## config.mk

```make
export PLATFORM = sky130hd
export DESIGN_NAME = pipeline_hazard_ctrl
export DESIGN_NICKNAME = d
export VERILOG_FILES = /design/src/rtl/pipeline_hazard_ctrl_pkg.sv /design/src/rtl/pipeline_hazard_ctrl_sat_counter.sv /design/src/rtl/pipeline_hazard_ctrl.sv
export SDC_FILE = /design/constraint.sdc
export NUM_CORES = 1
export LEC_CHECK = 0
export CAP_MARGIN = 20
export CORE_UTILIZATION = 40
export CTS_BUF_LIST = sky130_fd_sc_hd__clkbuf_8
export DETAILED_ROUTE_END_ITERATION = 8
export PLACE_DENSITY = 0.79
export SLEW_MARGIN = 20
export SYNTH_ARGS = -nofsm -noshare
export SYNTH_HDL_FRONTEND = slang
export SYNTH_SLANG_ARGS = --single-unit
```

## constraint.sdc

```tcl
create_clock -name clk -period 2.8 [get_ports clk]
set_clock_uncertainty 0.05 [all_clocks]
set_input_delay 0.42 -clock clk [delete_from_list [all_inputs] [get_ports clk]]
set_output_delay 0.42 -clock clk [all_outputs]
set_load 0.02 [all_outputs]
```

## src/rtl/pipeline_hazard_ctrl_pkg.sv

```systemverilog
// Shared types and constants for the pipeline front-end hazard controller.
package pipeline_hazard_ctrl_pkg;

    // Controller FSM: normal issue, or squashing wrong-path fetch slots.
    typedef enum logic {
        S_RUN   = 1'b0,
        S_FLUSH = 1'b1
    } hazard_state_t;

    // X31 reads as zero (XZR), so a write to it never feeds a consumer.
    localparam logic [4:0] XZR_ADDR = 5'd31;

    localparam int FLUSH_DEPTH_DEFAULT = 2;

    // True when a decode source operand is live and names the given register.
    function automatic logic src_matches(input logic       uses,
                                         input logic [4:0] src_addr,
                                         input logic [4:0] dst_addr);
        return uses && (src_addr == dst_addr);
    endfunction

endpackage

```

## src/rtl/pipeline_hazard_ctrl_sat_counter.sv

```systemverilog
// Saturating event counter: counts inc pulses, sticks at all-ones.
module sat_counter #(
    parameter int CNT_W = 32
) (
    input  logic             clk,
    input  logic             reset,
    input  logic             inc,
    output logic [CNT_W-1:0] count
);

    localparam logic [CNT_W-1:0] CNT_MAX = {CNT_W{1'b1}};

    // Next count value, held at the ceiling instead of wrapping to zero.
    function automatic logic [CNT_W-1:0] sat_inc(input logic [CNT_W-1:0] value);
        if (value == CNT_MAX) begin
            return value;
        end
        return value + {{(CNT_W-1){1'b0}}, 1'b1};
    endfunction

    // Counter register with synchronous clear.
    always_ff @(posedge clk) begin
        if (reset) begin
            count <= '0;
        end else if (inc) begin
            count <= sat_inc(count);
        end
    end

endmodule

```

## src/rtl/pipeline_hazard_ctrl.sv

```systemverilog
// Front-end sequencing for the 5-stage LEGv8 pipeline: load-use and flag
// stalls, taken-branch squash, memory-busy freeze, and perf counters.
module pipeline_hazard_ctrl
    import pipeline_hazard_ctrl_pkg::*;
#(
    parameter int FLUSH_DEPTH = FLUSH_DEPTH_DEFAULT,
    parameter int CNT_W       = 32
) (
    input  logic             clk,
    input  logic             reset,
    input  logic             id_valid,
    input  logic [4:0]       id_rn_addr,
    input  logic [4:0]       id_rm_addr,
    input  logic             id_uses_rn,
    input  logic             id_uses_rm,
    input  logic             id_is_bcond,
    input  logic             ex_MemRead,
    input  logic             ex_RegWrite,
    input  logic [4:0]       ex_reg_write_addr,
    input  logic             ex_set_flags,
    input  logic             ex_branch_taken,
    input  logic             mem_stall,
    output logic             pc_en,
    output logic             if_id_en,
    output logic             if_id_flush,
    output logic             rf_ex_bubble,
    output logic             pipe_en,
    output logic [1:0]       ctrl_state,
    output logic [CNT_W-1:0] stall_cycles,
    output logic [CNT_W-1:0] flush_events
);

    // Slots still to squash after the branch cycle itself.
    localparam logic [2:0] FLUSH_RELOAD = 3'(FLUSH_DEPTH - 1);
    localparam bit         MULTI_FLUSH  = (FLUSH_DEPTH > 1);

    hazard_state_t state, state_n;
    logic [2:0]    fcnt, fcnt_n;

    logic load_use;
    logic flag_haz;
    logic stall;
    logic stall_inc;
    logic flush_inc;

    // Hazard detection against the instruction currently in EX.
    always_comb begin
        load_use = id_valid && ex_MemRead && ex_RegWrite &&
                   (ex_reg_write_addr != XZR_ADDR) &&
                   (src_matches(id_uses_rn, id_rn_addr, ex_reg_write_addr) ||
                    src_matches(id_uses_rm, id_rm_addr, ex_reg_write_addr));
        flag_haz = id_valid && id_is_bcond && ex_set_flags;
        stall    = load_use || flag_haz;
    end

    // State and flush-slot counter registers.
    always_ff @(posedge clk) begin
        if (reset) begin
            state <= S_RUN;
            fcnt  <= 3'd0;
        end else begin
            state <= state_n;
            fcnt  <= fcnt_n;
        end
    end

    // Next state and same-cycle pipeline enables; priority is
    // reset > mem_stall > branch > stall > normal issue.
    always_comb begin
        state_n      = state;
        fcnt_n       = fcnt;
        pc_en        = 1'b1;
        if_id_en     = 1'b1;
        if_id_flush  = 1'b0;
        rf_ex_bubble = 1'b0;
        pipe_en      = 1'b1;
        stall_inc    = 1'b0;
        flush_inc    = 1'b0;

        if (reset) begin
            // Hold fetch and drain NOPs into decode/EX while resetting.
            pc_en        = 1'b0;
            if_id_en     = 1'b0;
            if_id_flush  = 1'b1;
            rf_ex_bubble = 1'b1;
            state_n      = S_RUN;
            fcnt_n       = 3'd0;
        end else if (mem_stall) begin
            // Whole-pipe freeze: nothing moves, nothing is squashed.
            pc_en    = 1'b0;
            if_id_en = 1'b0;
            pipe_en  = 1'b0;
        end else begin
            case (state)
                S_RUN: begin
                    if (ex_branch_taken) begin
                        if_id_flush  = 1'b1;
                        rf_ex_bubble = 1'b1;
                        flush_inc    = 1'b1;
                        if (MULTI_FLUSH) begin
                            state_n = S_FLUSH;
                            fcnt_n  = FLUSH_RELOAD;
                        end
                    end else if (stall) begin
                        // One bubble is enough: the producer leaves EX next cycle.
                        pc_en        = 1'b0;
                        if_id_en     = 1'b0;
                        rf_ex_bubble = 1'b1;
                        stall_inc    = 1'b1;
                    end
                end
                S_FLUSH: begin
                    // Decode holds a wrong-path instruction, so its hazards are moot.
                    if_id_flush  = 1'b1;
                    rf_ex_bubble = 1'b1;
                    if (ex_branch_taken) begin
                        flush_inc = 1'b1;
                        if (MULTI_FLUSH) begin
                            fcnt_n = FLUSH_RELOAD;
                        end else begin
                            state_n = S_RUN;
                            fcnt_n  = 3'd0;
                        end
                    end else if (fcnt <= 3'd1) begin
                        state_n = S_RUN;
                        fcnt_n  = 3'd0;
                    end else begin
                        fcnt_n = fcnt - 3'd1;
                    end
                end
                default: begin
                    state_n = S_RUN;
                    fcnt_n  = 3'd0;
                end
            endcase
        end
    end

    assign ctrl_state = {1'b0, state};

    sat_counter #(
        .CNT_W (CNT_W)
    ) u_stall_cnt (
        .clk   (clk),
        .reset (reset),
        .inc   (stall_inc),
        .count (stall_cycles)
    );

    sat_counter #(
        .CNT_W (CNT_W)
    ) u_flush_cnt (
        .clk   (clk),
        .reset (reset),
        .inc   (flush_inc),
        .count (flush_events)
    );

endmodule
```

== After elaboration in Yosys (flattened, before gate mapping) ==
Index checks and enable logic that the tools add are counted.
Storage, ports and cells
  output and inout port bits: 71
  register bits after elaboration: 68
  word-level logic and storage cells: 68
  bits of input ports: 26
Operators by class
  bitwise logic cells: 2
  reduce and logical (&&, ||, !) cells: 13
  multiplexer cells: 37
  add/subtract/negate cells: 3
  $lt $le $gt $ge: 1
  eq/ne operators: 8
Operator list (count)
  $add 32x1->32 const B: 2
  $eq 32x32->1 const B: 2
  $mux 32: 2
  $mux 1: 28
  $eq 5x5->1: 2
  $mux 3: 3
  $logic_and 1x1->1: 8
  $ne 2x2->1 const B: 3
  $pmux 1 s2: 3
  $pmux 3 s2: 1
  $reduce_and 2->1: 3
  $ne 5x5->1 const B: 1
  $le 3x1->1 const B: 1
  $sub 3x1->3 const B: 1
  $logic_or 1x1->1: 2
  $not 1->1: 2

== Longest topological paths before layout ==
Gate-level depths: netlist (run 1).
  depth in word-level cells: 14
  depth in mapped cells: 10
  depth with buffers taken out: 8

== By module ==
A second synthesis (run 1) with hierarchy kept.
Second synthesis, totals
  cell total of the unflattened synthesis: 460
  area total of the unflattened synthesis: 3902.5 um2
Modules (own cells, without submodules)
  sat_counter at u_flush_cnt: cells each 191, area each 1721.7 um2, seq. area each 640.6 um2, instances 1
  sat_counter at u_stall_cnt: cells each 204, area each 1689.1 um2, seq. area each 640.6 um2, instances 1
  pipeline_hazard_ctrl: cells each 65, area each 491.7 um2, seq. area each 80.1 um2, instances 1

== Worst setup path after synthesis (run 1) ==
Ideal clock, no wire load.
  path type: reg-to-reg
  from: register u_stall_cnt.count[10]
  to: register u_stall_cnt.count[19]
  data required time: 2.629 ns
  library setup time: 0.121 ns
  buffers on the path: 2
  arrival: 2.286 ns
  stages on the path, launching flop included: 9
  clock period less this slack: 2.457 ns
  setup slack: 0.343 ns
  path through: dfxtp_1 and4_1 nand3_1 or4_1 buf_2 o211ai_4 buf_6 nor4_1 mux2_4
Between the ends
  word-level cells in the longest chain between the ends: 6
  elaborated cells between the ends (all ways): 8
  classes of those cells: add/sub: 1; eq/ne: 2; mux: 4; reduce/logical: 1
Ends and longest elaborated chain
  start, declared: line pipeline_hazard_ctrl_sat_counter.sv:8  | output logic [CNT_W-1:0] count
  start signal, assigned: line pipeline_hazard_ctrl_sat_counter.sv:26  | count <= sat_inc(count);
  parallel branches: the longest is 6 deep, another holds $add 32x1->32
Parallel ways; which one is timed is not known. The select of a mux whose other input is x is not followed.
A chain may end at the register's enable or synchronous reset.

== Worst setup path after layout (run 1) ==
  from: input ex_branch_taken
  to: output if_id_flush
Between the ends
  word-level cells in the longest chain between the ends: 4
Ends and longest elaborated chain
  start, declared: line pipeline_hazard_ctrl.sv:21  | input logic ex_branch_taken,
  $mux 1: line pipeline_hazard_ctrl.sv:96  | if (ex_branch_taken) begin
  $pmux 1 s2: line pipeline_hazard_ctrl.sv:94  | case (state)
  $mux 1: line pipeline_hazard_ctrl.sv:88  | end else if (mem_stall) begin
  $mux 1: line pipeline_hazard_ctrl.sv:80  | if (reset) begin
  end, declared: line pipeline_hazard_ctrl.sv:25  | output logic if_id_flush,
No other way between the ends.

==> results of run 1 <==
[cell usage after synthesis (3+ instances only)]
| cell | count | share of area, % |
|---|---|---|
| a21oi_1 | 30 | 4.2 |
| and3_1 | 9 | 1.6 |
| and4_1 | 9 | 2.2 |
| buf_2 | 4 | 0.57 |
| buf_4 | 3 | 0.64 |
| clkbuf_1 | 11 | 1.2 |
| dfxtp_1 | 68 | 38 |
| ha_1 | 4 | 1.4 |
| inv_1 | 11 | 1.2 |
| nand2_1 | 33 | 3.5 |
| nand3_1 | 29 | 4.1 |
| nand4_1 | 17 | 3.0 |
| nand4b_1 | 3 | 0.74 |
| nor2_1 | 50 | 5.3 |
| nor2b_1 | 4 | 0.71 |
| nor3_1 | 7 | 0.99 |
| nor4_1 | 8 | 1.4 |
| o21ai_0 | 16 | 2.3 |
| o21ai_1 | 3 | 0.42 |
| o31ai_1 | 13 | 2.8 |
| or2_2 | 4 | 0.71 |
| or3_1 | 14 | 2.5 |
| or4_1 | 12 | 2.5 |
| xnor2_1 | 9 | 2.2 |
| xor2_1 | 33 | 8.2 |
[worst register-to-register path, delay by kind of cell, from the launching register on]
family / cells / cell delay (ps)
and+or+nand+nor: 3 / 870
buffers and inverters: 1 / 180
muxes: 1 / 290
DFF: 1 / 430
AOI/OAI and AO/OA: 1 / 330
adders and majority gates: 1 / 260
[power groups by stage]
stage                     Combinational (W)  Sequential, W  Clock (W)
after floorplan                   0.0000669       0.000997          0
after global placement             0.000138       0.000996          0
after detailed placement           0.000141       0.000996          0
after CTS                          0.000140       0.000973   0.000870
after global routing               0.000153       0.000974   0.000907
final                              0.000142       0.000974   0.000849
[logic make-up (layout without fill, tap and decap cells)]
family / count (synthesis) / count (layout) / synth area share [%]
buffers and inverters: 31 / 144 / 4.28
muxes: 5 / 5 / 1.77
AOI/OAI and AO/OA: 74 / 74 / 12.9
other: 1 / 1 / 0.106
adders and majority gates: 4 / 4 / 1.42
DFF: 68 / 68 / 38.5
and+or+nand+nor: 205 / 205 / 30.6
xor gates and xnor gates: 42 / 42 / 10.4
[registers in the layout, indices dropped and copies added (netlist names)]
register / cells
fcnt: 3
state: 1
u_flush_cnt.count: 32
u_stall_cnt.count: 32
[final cells by class]
| type | count | area share (%) |
|---|---|---|
| inverters | 11 | 0.843 |
| well taps | 105 | 2.68 |
| repair buffers | 117 | 22.8 |
| flip-flops and latches | 68 | 27.8 |
| clock buffers | 11 | 3.09 |
| multi-input cells | 331 | 41.6 |
| clock inverters | 5 | 1.20 |
[metal layers]
metal | vias to the layer above | part of all wire [%] | wire length [um]
li1 | 1770 | - | -
met1 | 1686 | 45 | 4200
met2 | 114 | 49 | 4590
met3 | 8 | 4.8 | 448
met4 | 0 | 0.88 | 82
met5 | - | 0 | 0
[timing repair]
item / 4_1_cts / 5_1_grt
endpoints found under the hold margin: 0 / 0
pin swaps: 2 / 3
gates cloned: 0 / 0
resized for setup: 9 / 7
setup endpoints to repair: 3 / 5
hold buffers: 0 / 0
setup buffers: 0 / 0
[metrics by stage]
stage          setup slack, ps  instances
4_1_cts                   5.66        648
3_3_place_gp              -273        632
5_1_grt                   40.6        648
3_5_place_dp              -354        632
2_1_floorplan              343        430
6_report                   124        648
[path summary, 6_finish.rpt]
kind,startpoint,to,slack [ps],cells after the start
worst max-delay path,ex_branch_taken,if_id_flush,120,5
worst min register to register,fcnt[2]$_SDFFE_PP0P_,fcnt[2]$_SDFFE_PP0P_,430,2
worst max register to register,u_stall_cnt.count[1]$_SDFFE_PP0P_,u_stall_cnt.count[7]$_SDFFE_PP0P_,290,7
worst min-delay path,fcnt[2]$_SDFFE_PP0P_,fcnt[2]$_SDFFE_PP0P_,430,2
==> results by group, run 1 <==
Clock network
  • CTS Buf Count: 9
  • Sink Count: 68
  • Reg clk slew, reported paths: 80 ps
  • H-tree levels: 3
  • CTS tree: yes
  • Later-pin clock latency in the skew report: 340 ps
  • CTS Buffer Depth: 2
  • Clk root buf: clkbuf_8

Placement
  • Hpwl dp: 6.79 mm
  • Placed cell area: 4680 um^2
  • Buffers on Ports: 95
  • Routability cong.: 0.811

STA
  • Total Neg Setup Slack: 0 ps
  • Final setup fails: 0
  • Worst slew pin tran: 931 ps
  • Final hold vios: 0
  • Crit share post-route: 95.6%
  • Fmax: 374 MHz
  • Slew Limit Fails: 0
  • Hold Worst Slack: 429 ps
  • Post-layout min period: 2680 ps
  • Worst slew margin: 37.0%
  • RSZ-0062 raised after global routing: false

Cells and area
  • Nets: 568
  • Fillers: 741
  • Layout area overhead: 38.5%
  • Final Util: 58.4%
  • Design area: 4900 um^2
  • Multi-input logic area: 2030 um^2
  • Layout cells sized above 1: 9.94%
  • Ant diodes: 0
  • FF/Latch Area: 1360 um^2
  • Commonest non-fill, non-tap cell in the layout: clkdlybuf4s50_1
  • Most frequent cells in the layout: 88 x clkdlybuf4s50_1, 68 x dfxtp_1, 50 x nor2_1, 33 x xor2_1, 33 x nand2_1

Synthesis
  • Synth Flop Type: dfxtp_1
  • Mean post-synth cell area: 8.22 um^2
  • Yosys cell types: 45
  • Synthesized cell area: 3540 um^2
  • Async set-reset flop share out of synthesis: 0%
  • Number of synthesized flops with an enable pin: 0
  • Mapped Cells: 430
  • Synthesized Nets: 460
  • Yosys reg bits: 68
  • Sequential fraction of the synthesis area: 38.5%
  • Yosys warns: 0

Routing
  • Mean routed wirelength per cell: 14.4 um
  • DR vias: 3578
  • Vias per cell: 5.52
  • Initial drt markers: 223
  • Drt drc: 0
  • Routed wire length: 9.32 mm
  • Pre-antenna DRT Iters: 4
  • Detail Route Antenna Nets: 0

Global routing
  • First-pass GRT wire length: 15.2 mm
  • Initial antenna violation count: 0
  • All-Layer GR Usage: 20.8%
  • GRT overflow: 0
  • Routing usage on met3: 4.74%
  • Pin count of the biggest net entering global routing: 71
  • Vias in the first global route: 3312
  • Top Usage Layer GRT: met2
  • Global Route met1 Usage: 26.1%
  • Met2 usage: 35.8%

Power
  • Logic pwr share: 7.2%
  • Power Density: 401 nW/um^2
  • Internal Power: 0.00150 W
  • Leak Pwr: 1.67 nW
  • Final Power: 0.00196 W
  • Sw Share: 23.7%
  • Max IR drop VDD: 0.247 mV
  • Sw Pwr: 0.000465 W
  • Clock network fraction of design power: 43.2%
  • Seq pwr share: 49.6%

Floorplanning
  • IO Pins: 97
  • Starting Density: 42.2%
  • Site Rows: 33
  • Die span in y: 96.0 um
  • Core footprint: 8380 um^2
  • Die area: 9220 um^2
  • Die W: 96.0 um

Worst setup path
  • CP arrival: 2210 ps
  • Crit-path cells: clkdlybuf4s50_1 > nor2_1 > o21ai_0 > buf_4 > clkdlybuf4s50_1
  • Crit-path slowest cell: clkdlybuf4s50_1
  • Buffers plus inverters on the worst setup path: 3
  • Critical path launch point type: input pin
  • Required @ worst endpoint: 2330 ps
  • Setup CP Type: input pin to primary output
  • Most common cell on crit path: clkdlybuf4s50_1
  • Worst stage delay on the critical path: 600 ps
  • Delay-heaviest family, CP: buffers and inverters
  • Worst setup EP type: primary output
  • CP max FO: 6

Min path
  • Hold Path Class: register to register

Run
  • Max cap viols: 0

Outcome
  • Status: completed
Power figures use the tool's default switching activity.
==> run 2: changes to the inputs <==
Settings changed: CORE_ASPECT_RATIO from default to 0.9.
==> results by group, run 2 (same netlist as run 1, synthesis figures left out) <==
Placement
  • Routability cong.: 0.830
  • Hpwl dp: 6.72 mm
  • Buffers on Ports: 95
  • Placed cell area: 4730 um^2
  • Cells after DPL: 650
  • Place WS: -369 ps

Floorplanning
  • Die span in y: 91.2 um
  • Starting Density: 41.3%
  • Die W: 101 um
  • Die area: 9220 um^2
  • Core footprint: 8570 um^2
  • IO Pins: 97
  • Site Rows: 32

Cells and area
  • Final Non-Filler Cells: 673
  • Layout area overhead: 42.5%
  • Commonest non-fill, non-tap cell in the layout: clkdlybuf4s50_1
  • Biggest regs: u_flush_cnt.count: 32 flops, u_stall_cnt.count: 32 flops, fcnt: 3 flops
  • Nets: 579
  • Most frequent cells in the layout: 87 x clkdlybuf4s50_1, 68 x dfxtp_1, 50 x nor2_1, 33 x xor2_1, 33 x nand2_1
  • Ant diodes: 0
  • Layout cells sized above 1: 12.1%
  • Design area: 5040 um^2

Clock network
  • Sink Count: 68
  • H-tree levels: 3
  • CTS Buf Count: 9
  • # hold bufs at CTS: 0
  • Clk root buf: clkbuf_8
  • Reg clk slew, reported paths: 70 ps
  • Later-pin clock latency in the skew report: 350 ps
  • CTS tree: yes
  • CTS Buffer Depth: 2

Power
  • Leak Pwr: 1.77 nW
  • Power Density: 419 nW/um^2
  • Final Power: 0.00211 W
  • Max IR drop VDD: 0.290 mV

Global routing
  • First-pass GRT wire length: 15.2 mm
  • GRT overflow: 0
  • Initial antenna violation count: 0
  • Vias in the first global route: 3265
  • Pin count of the biggest net entering global routing: 71
  • All-Layer GR Usage: 20.7%

Worst setup path
  • Critical path launch point type: input pin
  • Worst stage delay on the critical path: 420 ps
  • Delay-heaviest family, CP: buffers and inverters
  • Required @ worst endpoint: 3030 ps
  • CP max FO: 7
  • Setup CP Type: input pin to register
  • Buffers plus inverters on the worst setup path: 6
  • Most common cell on crit path: buf_4
  • Crit-path cells: clkdlybuf4s50_1 > xor2_1 > nor4_1 > a32oi_1 > o21ai_2 > buf_4 > buf_4 > o211ai_4 > buf_12 > buf_2 > buf_4 > or3_1 > a21oi_1
  • CP arrival: 2980 ps
  • Crit-path slowest cell: clkdlybuf4s50_1
  • Worst setup EP type: register

Run
  • Max cap viols: 0

STA
  • Fmax: 363 MHz
  • Slew Limit Fails: 0
  • Final hold vios: 0
  • Hold Worst Slack: 424 ps
  • Worst slew pin tran: 862 ps
  • Crit share post-route: 98.5%
  • Post-layout min period: 2760 ps
  • PnR worst setup slack: 41.8 ps
  • Worst slew margin: 41.6%
  • Final setup fails: 0

Routing
  • Mean routed wirelength per cell: 14.0 um
  • Drt drc: 0
  • Detail Route Antenna Nets: 0
  • Initial drt markers: 154
  • DR vias: 3631
  • Routed wire length: 9.41 mm
  • Vias per cell: 5.40
  • Pre-antenna DRT Iters: 5

Min path
  • Hold Path Class: register to register

Outcome
  • Status: completed
-- run 2: where the power goes --
part           internal [W]  switching, W
Sequential         0.000970    0.00000430
Clock              0.000590      0.000396
Combinational     0.0000736     0.0000761
-- run 2: stage by stage --
stage	util [%]	TNS (ps)
finish	58.8	0
global route	58.8	-301
CTS	58.1	0
detailed placement	55.2	-5840
global placement	55.2	-4230
floorplan	-	0
-- run 2: per-layer routing --
metal	up-vias	track usage (%)	part of all wire (%)
li1	1794	-	-
met1	1696	27.0	45
met2	125	33.6	48
met3	16	4.00	5.0
met4	0	7.73	1.7
met5	-	0	0
-- run 2: worst reg2reg max path, delay by kind of cell (launching register included) --
family	cells	cell delay [ps]
DFF	1	450
and+or+nand+nor	4	1170
buffers and inverters	3	460
AOI/OAI and AO/OA	2	370
-- run 2: final timing paths --
kind	from	endpoint	slack [ps]	cells after the start
worst max-delay path	id_rm_addr[2]	u_stall_cnt.count[6]$_SDFFE_PP0P_	40	13
worst min-delay path	fcnt[2]$_SDFFE_PP0P_	fcnt[2]$_SDFFE_PP0P_	420	2
worst max register to register	u_stall_cnt.count[10]$_SDFFE_PP0P_	u_stall_cnt.count[6]$_SDFFE_PP0P_	150	9
worst min register to register	fcnt[2]$_SDFFE_PP0P_	fcnt[2]$_SDFFE_PP0P_	420	2
-- run 2: repair_timing --
action | 4_1_cts | 5_1_grt
setup endpoints to repair | 3 | 11
resized for setup | 9 | 12
pin swaps | 2 | 3
setup buffers | 0 | 7
-- run 2: layout make-up --
class                      count  area, um^2
multi-input combinational    331        2040
timing repair buffer         128        1200
fill                         774        3530
sequential                    68        1360
tap                          119         149
inverter                      11        41.3
clock buffer                   9         124
clock inverter                 7         116
